<file path="src/rtl/mem_stage.sv">
// mem_stage: memory-access pipeline stage with a req/rdy word bus.
// Issues word loads/stores, stalls the pipe while the bus waits, and
// registers the MEM->WB bundle. fwd_data_o previews the next mem_out_o.
// Optional build macro: MEM_MISALIGN_CHECK_EN (misaligned access trap, code 4).
// Ports:
//   clk_i, rst_n_i          clock, async active-low reset
//   stall_i, flush_i        MEM->WB hold / clear
//   busy_o, fwd_data_o      stall request, forwarding value
//   exe_*_i                 EXE->MEM bundle (exe_out_i = byte address)
//   bus_*                   single-master bus, req held until rdy
//   mem_*_o                 MEM->WB register
module mem_stage #(
    parameter int WORD_DATA_WIDTH = 32,
    parameter int WORD_ADDR_WIDTH = 30,
    parameter int MEM_OP_BUS      = 2,
    parameter int CTRL_OP_BUS     = 2,
    parameter int REG_ADDR_BUS    = 5,
    parameter int ISA_EXP_BUS     = 3
) (
    input  logic                       clk_i,
    input  logic                       rst_n_i,
    input  logic                       stall_i,
    input  logic                       flush_i,
    output logic                       busy_o,
    output logic [WORD_DATA_WIDTH-1:0] fwd_data_o,
    input  logic [WORD_ADDR_WIDTH-1:0] exe_pc_i,
    input  logic                       exe_en_i,
    input  logic                       exe_br_flag_i,
    input  logic [MEM_OP_BUS-1:0]      exe_mem_op_i,
    input  logic [WORD_DATA_WIDTH-1:0] exe_mem_wr_data_i,
    input  logic [CTRL_OP_BUS-1:0]     exe_ctrl_op_i,
    input  logic [REG_ADDR_BUS-1:0]    exe_dst_addr_i,
    input  logic                       exe_gpr_wre_i,
    input  logic [ISA_EXP_BUS-1:0]     exe_exp_code_i,
    input  logic [WORD_DATA_WIDTH-1:0] exe_out_i,
    output logic                       bus_req_o,
    output logic                       bus_rw_o,
    output logic [WORD_ADDR_WIDTH-1:0] bus_addr_o,
    output logic [WORD_DATA_WIDTH-1:0] bus_wr_data_o,
    input  logic [WORD_DATA_WIDTH-1:0] bus_rd_data_i,
    input  logic                       bus_rdy_i,
    output logic [WORD_ADDR_WIDTH-1:0] mem_pc_o,
    output logic                       mem_en_o,
    output logic                       mem_br_flag_o,
    output logic [CTRL_OP_BUS-1:0]     mem_ctrl_op_o,
    output logic [REG_ADDR_BUS-1:0]    mem_dst_addr_o,
    output logic                       mem_gpr_wre_o,
    output logic [ISA_EXP_BUS-1:0]     mem_exp_code_o,
    output logic [WORD_DATA_WIDTH-1:0] mem_out_o
);

    localparam logic [MEM_OP_BUS-1:0]  OP_LOAD      = MEM_OP_BUS'(1);
    localparam logic [MEM_OP_BUS-1:0]  OP_STORE     = MEM_OP_BUS'(2);
    localparam logic [ISA_EXP_BUS-1:0] EXP_NONE     = '0;
    localparam logic [ISA_EXP_BUS-1:0] EXP_MISALIGN = ISA_EXP_BUS'(4);

    typedef enum logic [1:0] {IDLE, WAIT, DONE} state_t;

    state_t state, state_nxt;
    logic   drop, drop_nxt;

    // Buffer for the instruction whose access outlives its IDLE cycle.
    logic [WORD_ADDR_WIDTH-1:0] b_pc;
    logic                       b_br;
    logic [CTRL_OP_BUS-1:0]     b_ctrl;
    logic [REG_ADDR_BUS-1:0]    b_dst;
    logic                       b_wre;
    logic                       b_rw;
    logic [WORD_ADDR_WIDTH-1:0] b_addr;
    logic [WORD_DATA_WIDTH-1:0] b_wdata;
    logic [WORD_DATA_WIDTH-1:0] b_out;

    logic is_load, is_store, misalign, access;
    logic req, rw, busy, latch, park, kill;
    logic [WORD_ADDR_WIDTH-1:0] addr;
    logic [WORD_DATA_WIDTH-1:0] wdata;

    // Candidate MEM->WB contents for the coming edge.
    logic [WORD_ADDR_WIDTH-1:0] c_pc;
    logic                       c_en;
    logic                       c_br;
    logic [CTRL_OP_BUS-1:0]     c_ctrl;
    logic [REG_ADDR_BUS-1:0]    c_dst;
    logic                       c_wre;
    logic [ISA_EXP_BUS-1:0]     c_exp;
    logic [WORD_DATA_WIDTH-1:0] c_out;

    assign is_load  = (exe_mem_op_i == OP_LOAD);
    assign is_store = (exe_mem_op_i == OP_STORE);

`ifdef MEM_MISALIGN_CHECK_EN
    assign misalign = (is_load || is_store) && (exe_out_i[1:0] != 2'b00);
`else
    assign misalign = 1'b0;
`endif

    assign access = exe_en_i && (exe_exp_code_i == EXP_NONE)
                    && (is_load || is_store) && !misalign;

    always_comb begin
        state_nxt = state;
        drop_nxt  = drop;
        req       = 1'b0;
        rw        = 1'b0;
        addr      = '0;
        wdata     = '0;
        busy      = 1'b0;
        latch     = 1'b0;
        park      = 1'b0;
        kill      = 1'b0;
        c_pc      = exe_pc_i;
        c_en      = exe_en_i;
        c_br      = exe_br_flag_i;
        c_ctrl    = exe_ctrl_op_i;
        c_dst     = exe_dst_addr_i;
        c_wre     = exe_gpr_wre_i && !is_store && !misalign
                    && (exe_exp_code_i == EXP_NONE);
        c_exp     = (exe_exp_code_i != EXP_NONE) ? exe_exp_code_i
                  : misalign ? EXP_MISALIGN : EXP_NONE;
        c_out     = (access && is_load) ? bus_rd_data_i : exe_out_i;
        unique case (state)
            IDLE: begin
                if (access) begin
                    req   = 1'b1;
                    rw    = is_load;
                    addr  = exe_out_i[WORD_ADDR_WIDTH+1:2];
                    wdata = exe_mem_wr_data_i;
                    // A flush can't withdraw the request; remember to drop it.
                    drop_nxt = flush_i;
                    if (!bus_rdy_i) begin
                        busy      = 1'b1;
                        latch     = 1'b1;
                        state_nxt = WAIT;
                    end else if (stall_i) begin
                        latch     = 1'b1;
                        state_nxt = DONE;
                    end else begin
                        drop_nxt = 1'b0;
                    end
                end
            end
            WAIT: begin
                req      = 1'b1;
                rw       = b_rw;
                addr     = b_addr;
                wdata    = b_wdata;
                c_pc     = b_pc;
                c_en     = 1'b1;
                c_br     = b_br;
                c_ctrl   = b_ctrl;
                c_dst    = b_dst;
                c_wre    = b_wre;
                c_exp    = EXP_NONE;
                c_out    = b_rw ? bus_rd_data_i : b_out;
                drop_nxt = drop | flush_i;
                if (!bus_rdy_i) begin
                    busy = 1'b1;
                end else if (drop || flush_i) begin
                    kill      = 1'b1;
                    drop_nxt  = 1'b0;
                    state_nxt = IDLE;
                end else if (stall_i) begin
                    park      = 1'b1;
                    state_nxt = DONE;
                end else begin
                    state_nxt = IDLE;
                end
            end
            DONE: begin
                c_pc     = b_pc;
                c_en     = 1'b1;
                c_br     = b_br;
                c_ctrl   = b_ctrl;
                c_dst    = b_dst;
                c_wre    = b_wre;
                c_exp    = EXP_NONE;
                c_out    = b_out;
                drop_nxt = drop | flush_i;
                if (!stall_i) begin
                    kill      = drop | flush_i;
                    drop_nxt  = 1'b0;
                    state_nxt = IDLE;
                end
            end
            default: state_nxt = IDLE;
        endcase
    end

    // Combinational outputs are forced low while reset is asserted.
    assign bus_req_o     = req & rst_n_i;
    assign bus_rw_o      = rw & rst_n_i;
    assign bus_addr_o    = addr & {WORD_ADDR_WIDTH{rst_n_i}};
    assign bus_wr_data_o = wdata & {WORD_DATA_WIDTH{rst_n_i}};
    assign busy_o        = busy & rst_n_i;
    assign fwd_data_o    = c_out & {WORD_DATA_WIDTH{rst_n_i}};

    always_ff @(posedge clk_i or negedge rst_n_i) begin
        if (!rst_n_i) begin
            state   <= IDLE;
            drop    <= 1'b0;
            b_pc    <= '0;
            b_br    <= 1'b0;
            b_ctrl  <= '0;
            b_dst   <= '0;
            b_wre   <= 1'b0;
            b_rw    <= 1'b0;
            b_addr  <= '0;
            b_wdata <= '0;
            b_out   <= '0;
        end else begin
            state <= state_nxt;
            drop  <= drop_nxt;
            if (latch) begin
                b_pc    <= exe_pc_i;
                b_br    <= exe_br_flag_i;
                b_ctrl  <= exe_ctrl_op_i;
                b_dst   <= exe_dst_addr_i;
                b_wre   <= exe_gpr_wre_i && !is_store;
                b_rw    <= is_load;
                b_addr  <= exe_out_i[WORD_ADDR_WIDTH+1:2];
                b_wdata <= exe_mem_wr_data_i;
                // Load data is only valid now if the bus already answered.
                b_out   <= bus_rdy_i ? c_out : exe_out_i;
            end else if (park) begin
                b_out <= c_out;
            end
        end
    end

    always_ff @(posedge clk_i or negedge rst_n_i) begin
        if (!rst_n_i) begin
            mem_pc_o       <= '0;
            mem_en_o       <= 1'b0;
            mem_br_flag_o  <= 1'b0;
            mem_ctrl_op_o  <= '0;
            mem_dst_addr_o <= '0;
            mem_gpr_wre_o  <= 1'b0;
            mem_exp_code_o <= '0;
            mem_out_o      <= '0;
        end else if (!stall_i) begin
            if (flush_i || kill) begin
                mem_pc_o       <= '0;
                mem_en_o       <= 1'b0;
                mem_br_flag_o  <= 1'b0;
                mem_ctrl_op_o  <= '0;
                mem_dst_addr_o <= '0;
                mem_gpr_wre_o  <= 1'b0;
                mem_exp_code_o <= '0;
                mem_out_o      <= '0;
            end else begin
                mem_pc_o       <= c_pc;
                mem_en_o       <= c_en && !busy;
                mem_br_flag_o  <= c_br;
                mem_ctrl_op_o  <= c_ctrl;
                mem_dst_addr_o <= c_dst;
                mem_gpr_wre_o  <= c_en && !busy && c_wre;
                mem_exp_code_o <= (c_en && !busy) ? c_exp : EXP_NONE;
                mem_out_o      <= c_out;
            end
        end
    end

endmodule

</file>
<file path="config.mk">
export PLATFORM = sky130hd
export DESIGN_NAME = mem_stage
export DESIGN_NICKNAME = d
export VERILOG_FILES = /design/src/rtl/mem_stage.sv
export SDC_FILE = /design/constraint.sdc
export NUM_CORES = 1
export LEC_CHECK = 0
export CORE_MARGIN = 1
export CORE_UTILIZATION = 44
export CTS_CLUSTER_DIAMETER = 100
export DETAILED_ROUTE_END_ITERATION = 8
export HOLD_SLACK_MARGIN = 0.1
export PLACE_DENSITY = 0.77
export SYNTH_ARGS = -nofsm -noshare
export SYNTH_HDL_FRONTEND = slang
export SYNTH_SLANG_ARGS = --single-unit
</file>
<file path="constraint.sdc">
create_clock -name clk_i -period 2 [get_ports clk_i]
set_input_delay 0.2 -clock clk_i [delete_from_list [all_inputs] [get_ports clk_i]]
set_output_delay 0.2 -clock clk_i [all_outputs]
set_load 0.02 [all_outputs]
</file>
# After elaboration in Yosys (flattened, before gate mapping)
# Index checks and enable logic that the tools add are counted.
# Widths: inputs -> output; s select.
[op_classes]
addsub = 0
div_mod_pow = 0
eq_ne = 8
magnitude_cmp = 0
muxes = 60
bitwise = 7
n_mul = 0
shifts = 0
n_reduce_logical = 20
[ops]
columns = ["operator", "n"]
rows = [
  ["$mux 32", 7],
  ["$pmux 32 s2", 2],
  ["$mux 30", 3],
  ["$and 32x32->32", 2],
  ["$pmux 30 s2", 1],
  ["$and 30x30->30", 1],
  ["$mux 1", 26],
  ["$mux 2", 9],
  ["$mux 3", 4],
  ["$mux 5", 2],
  ["$pmux 1 s2", 4],
  ["$logic_and 1x1->1", 7],
  ["$ne 2x2->1 const B", 3],
  ["$pmux 2 s3", 1],
  ["$reduce_bool 3->1", 2],
  ["$eq 2x1->1 const B", 2],
  ["$eq 2x2->1 const B", 2],
  ["$reduce_and 4->1", 1],
  ["$and 1x1->1", 3],
  ["$logic_not 3->1", 1],
  ["$logic_or 1x1->1", 3],
  ["$ne 3x3->1 const B", 1],
  ["$pmux 1 s3", 1],
  ["$logic_not 1->1", 2],
  ["5 further kinds", 5],
]
[word_totals]
input_bits = 146
rom_bits = 0
reg_bits = 212
latchBits = 0
memories = 0
mem_bits_rw = 0
output_inout_bits = 172

# Longest topological paths before layout
[logic_depth]
ltp_word = 9
mapped_depth = 9

# Worst setup path before layout
# No wires, ideal clock.
[synth_timing]
path_type = "register -> output"
startpoint = "reg state[0]"
endpoint = "out busy_o"
stages_incl_launch_ff = 9
path_buffers = 2
t_required_ns = 1.800
t_arrival_ns = 1.875
setup_slack_ns = -0.075
path_cell_list = "dfrtp_1 inv_1 ha_1 buf_2 nor3b_2 and2_1 buf_2 o21a_1 nor2b_1"
[synth_via]
elab_chain_len = 3
[synth_rtl]
columns = ["item", "line", "text"]
rows = [
  ["start, declared", "59", "state_t state, state_nxt;"],
  ["start signal, assigned", "211", "state <= state_nxt;"],
  ["$eq 2x1->1 / $logic_not 2->1 (equally long branches)", "121", "unique case (state)"],
  ["$pmux 1 s2 *", "121", ""],
  ["$and 1x1->1 *", "194", "assign busy_o = busy & rst_n_i;"],
  ["end, declared", "24", "output logic busy_o,"],
]
# Every way passes the cells marked *; elsewhere a longest branch is shown, timed or not.

# Final worst setup path
[layout_timing]
startpoint = "reg state[1]"
endpoint = "out bus_wr_data_o[15]"
[layout_via]
elab_chain_len = 3
[layout_rtl]
columns = ["item", "line", "text"]
rows = [
  ["$eq 2x1->1 / $logic_not 2->1 (equally long branches)", "121", ""],
  ["$pmux 32 s2 *", "121", ""],
  ["$and 32x32->32 *", "193", "assign bus_wr_data_o = wdata & {WORD_DATA_WIDTH{rst_n_i}};"],
  ["end, declared", "39", "output logic [WORD_DATA_WIDTH-1:0] bus_wr_data_o,"],
]
# Marked as above.

==> metrics.md <==
| Metric | Value |
|---|---|
| Clock skew | a little over 8 ps |
| Layout cells sized above 1 | approximately 48% |
| Clock Tree Buf Depth | 3 |
| Top cells by area, synth | dfrtp_1 (47%), mux2_2 (10%), o21ai_0 (4.5%) |
| CP Cell Sequence | inv_2 -> ha_4 -> nor3b_4 -> and2_4 -> buf_12 -> buf_16 -> buf_12 -> a22oi_2 -> nor2_1 -> buf_4 |
| Final Power | roughly 0.026 W |
| Most used DFF post-synth | dfrtp_1 |
| Syn_nets | between 1000 and 1500 |
| Clock Latency Late Sink | between 500 and 600 ps |
| Highest clock rate | 0.382 GHz |
| RSZ-0062 raised after global routing | true |
| Cell mode on critical path | buf_12 |
| Register Area | 5310 um^2 |
| Status | finished, violations left |
| TritonRoute pass-1 iters | 5 |
| Slew Viols, Final | 0 |
| Die span in x | 162 um |
| Util after Layout | 80.5% |
| Mapped Avg Cell Area | 10.3 um^2 |
| Failing checks | negative setup slack |
| Die height | 162 um |
| IO Pins | around 320 |
| CP required | 1800 ps |
| PortBufs | approximately 320 |
| Asr flop ratio synth | 100% |
| WL final | 51800 um |
| Area grow syn2layout | 79.3% |
| Met1 Track Usage GR | slightly above 40% |
| Commonest cells after routing, fill and taps aside | clkdlybuf4s50_1 (218), dfrtp_1 (211), buf_4 (175) |
| Count of cell types in the netlist | between 40 and 50 |
| EDFF count, synth | 0 |
| Final WS setup | -615 ps |
| Crit start category | register |
| DR WL/cell | ~26 um |
| Leakage | 8.53 nW |
| Total clock sinks | between 200 and 250 |
| Top cell type by total area after synthesis | dfrtp_1 |
| Final setup fails | 232 |
| Tightest Hold Check Type | input port to async pin |
| Cell Area, Synth | about 11000 um^2 |
| Routability-driven placement congestion ratio | just over 0.9 |
| CP max FO | 5 |
| CTS tree | done |
| Post-Synthesis Cells | 1102 |
| Fin crit period | about 2600 ps |
| Ys Warns | 0 |
| Fillers | approximately 1300 |
| Clock buffer count from CTS | 25 |
| CP Class | register to output port |
| Max H-tree Level | 1 |
| CP arrival | around 2400 ps |
| Vias in the first global route | about 13000 |
| IR Drop Worst-Case VDD | roughly 0.00076 V |
| Post-DR vias/cell | between 6 and 7 |
| Routed Antenna Nets | 0 |
| Slowest-stage cell, CP | dfrtp_1 |
| Max stage delay on crit path | between 400 and 500 ps |
| Buf/Inv on CP | 5 |
| Number of nets in the layout | 1783 |
| Layer with the highest usage | met2 |
| First-pass GRT wire length | between 70000 and 80000 um |
| PD cells | between 1000 and 1500 nW/um^2 |
| GR Util met3 | a little under a tenth |
| Final worst path period share | 131% |
| CP endpoint kind | output port |
| Rel. slew slack | a little over two fifths |
| Core box area | approximately 25000 um^2 |
| Clock Tree Root | clkbuf_16 |
| Maxcap violations | 0 |
| Crit-path leading delay family | buffers and inverters |
| DRC | 0 |
| Starting DRT DRC Count | about 1300 |
| Reg clk slew, reported paths | about 70 ps |
| Grt total ovfl | 0 |
| Routed via count | between 10000 and 15000 |
| Num rows | 58 |
| GR Util met2 | approximately 58% |
| Commonest non-fill, non-tap cell in the layout | clkdlybuf4s50_1 |
| WHS | 124 ps |
| Yosys top cell area share | between 40% and 50% |
| Seq/Total Area, Yosys | between 40% and 50% |
| Count of state elements after synthesis | between 200 and 250 |
| Final hold vios | 0 |
| Die ar. | between 20000 and 30000 um^2 |
| Initial Utilization | 44.9% |
| Worst Tran Pin Value | approximately 860 ps |
| Total GRT Usage | 34.9% |
| DP Wirelength | about 26000 um |
| Largest net degree at the start of global routing | between 50 and 60 |
| Initial antenna violation count | 5 |
| Multi-input logic area | between 6000 and 7000 um^2 |
## synth_stat cells (2+ instances only)
master / number
a211oi_1: 32
a21o_1: 2
a21oi_1: 35
a221oi_1: 32
a22o_1: 36
a22oi_1: 62
a31oi_1: 32
a32o_1: 2
and2_1: 33
buf_2: 41
buf_6: 6
clkbuf_1: 56
clkbuf_2: 3
dfrtp_1: 212
ha_1: 6
inv_1: 37
mux2_2: 103
mux2i_1: 39
nand2_1: 76
nand2b_1: 3
nor2_1: 65
nor2b_1: 2
o21a_1: 2
o21ai_0: 102
o21ai_1: 6
o21ai_2: 30
o22a_1: 32
## metal layers
layer / vias to the layer above / part of all wire (%)
met5: - / 0.017
met4: 2 / 6.9
met3: 303 / 11
met2: 968 / 47
met1: 6141 / 34
li1: 5164 / -
## area by class of cell
| cell class | instances | share of cell area, % |
|---|---|---|
| diodes | 4 | 0.0494 |
| clock buffers | 33 | 3.48 |
| clock inverters | 9 | 0.765 |
| inverters | 38 | 0.728 |
| multi-input cells | 746 | 34.2 |
| flip-flops and latches | 212 | 26.2 |
| well taps | 330 | 2.04 |
| repair buffers | 608 | 32.6 |
## registers in the layout, indices dropped and copies added (netlist names)
register	flops
b_addr	30
b_br	1
b_ctrl	2
b_dst	5
b_out	32
b_pc	30
b_rw	1
b_wdata	32
b_wre	1
drop	1
mem_br_flag_o	1
mem_ctrl_op_o	2
mem_dst_addr_o	5
mem_en_o	1
mem_exp_code_o	3
mem_gpr_wre_o	1
mem_out_o	32
mem_pc_o	30
state	2
## per-stage QoR
stage	cell area [um^2]	instances	TNS [ps]	setup slack (ps)
floorplan	11400	1102	-1280	-31.0
global placement	16000	1807	-130060	-877
detailed placement	16000	1807	-131110	-896
CTS	19200	1943	-56780	-572
global route	20300	1980	-70560	-695
finish	20300	1980	-57480	-615
## repair_timing
| action | in CTS | in global routing |
|---|---|---|
| gates cloned | 20 | 7 |
| endpoints found under the hold margin | 155 | 8 |
| hold buffers | 1 | 1 |
| endpoints found under the setup margin | 205 | 263 |
| pin swaps | 46 | 111 |
| resized for setup | 768 | 245 |
| setup buffers | 74 | 49 |
## cells by family after synthesis
group,synth area share [%]
and+or+nand+nor,7.93
muxes,13.7
buffers and inverters,5.67
DFF,46.9
AOI/OAI and AO/OA,25.1
adders and majority gates,0.664
## worst min-delay path, cell delays in order
cell and delay (ps):
buf_8 90, dlymetal6s4s_1 430, buf_12 290
## path summary, 6_finish.rpt
kind | slack, ps | depth (start not counted) | start | to
max | -620 | 10 | state[1] | bus_wr_data_o[15]
min | 120 | 3 | rst_n_i | b_addr[27]
max reg2reg | -550 | 9 | state[1] | b_addr[21]
min reg2reg | 480 | 1 | mem_en_o | mem_en_o
max in group asynchronous | 730 | 4 | rst_n_i | b_ctrl[1]
min in group clk_i | 240 | 4 | stall_i | state[1]
## where the power goes
group	switching, W	total (W)	internal [W]
combinational	0.00664	0.0138	0.00717
sequential	0.00127	0.00710	0.00584
clock	0.00193	0.00491	0.00298
total	0.00984	0.0258	0.0160
Power figures use the tool's default switching activity.
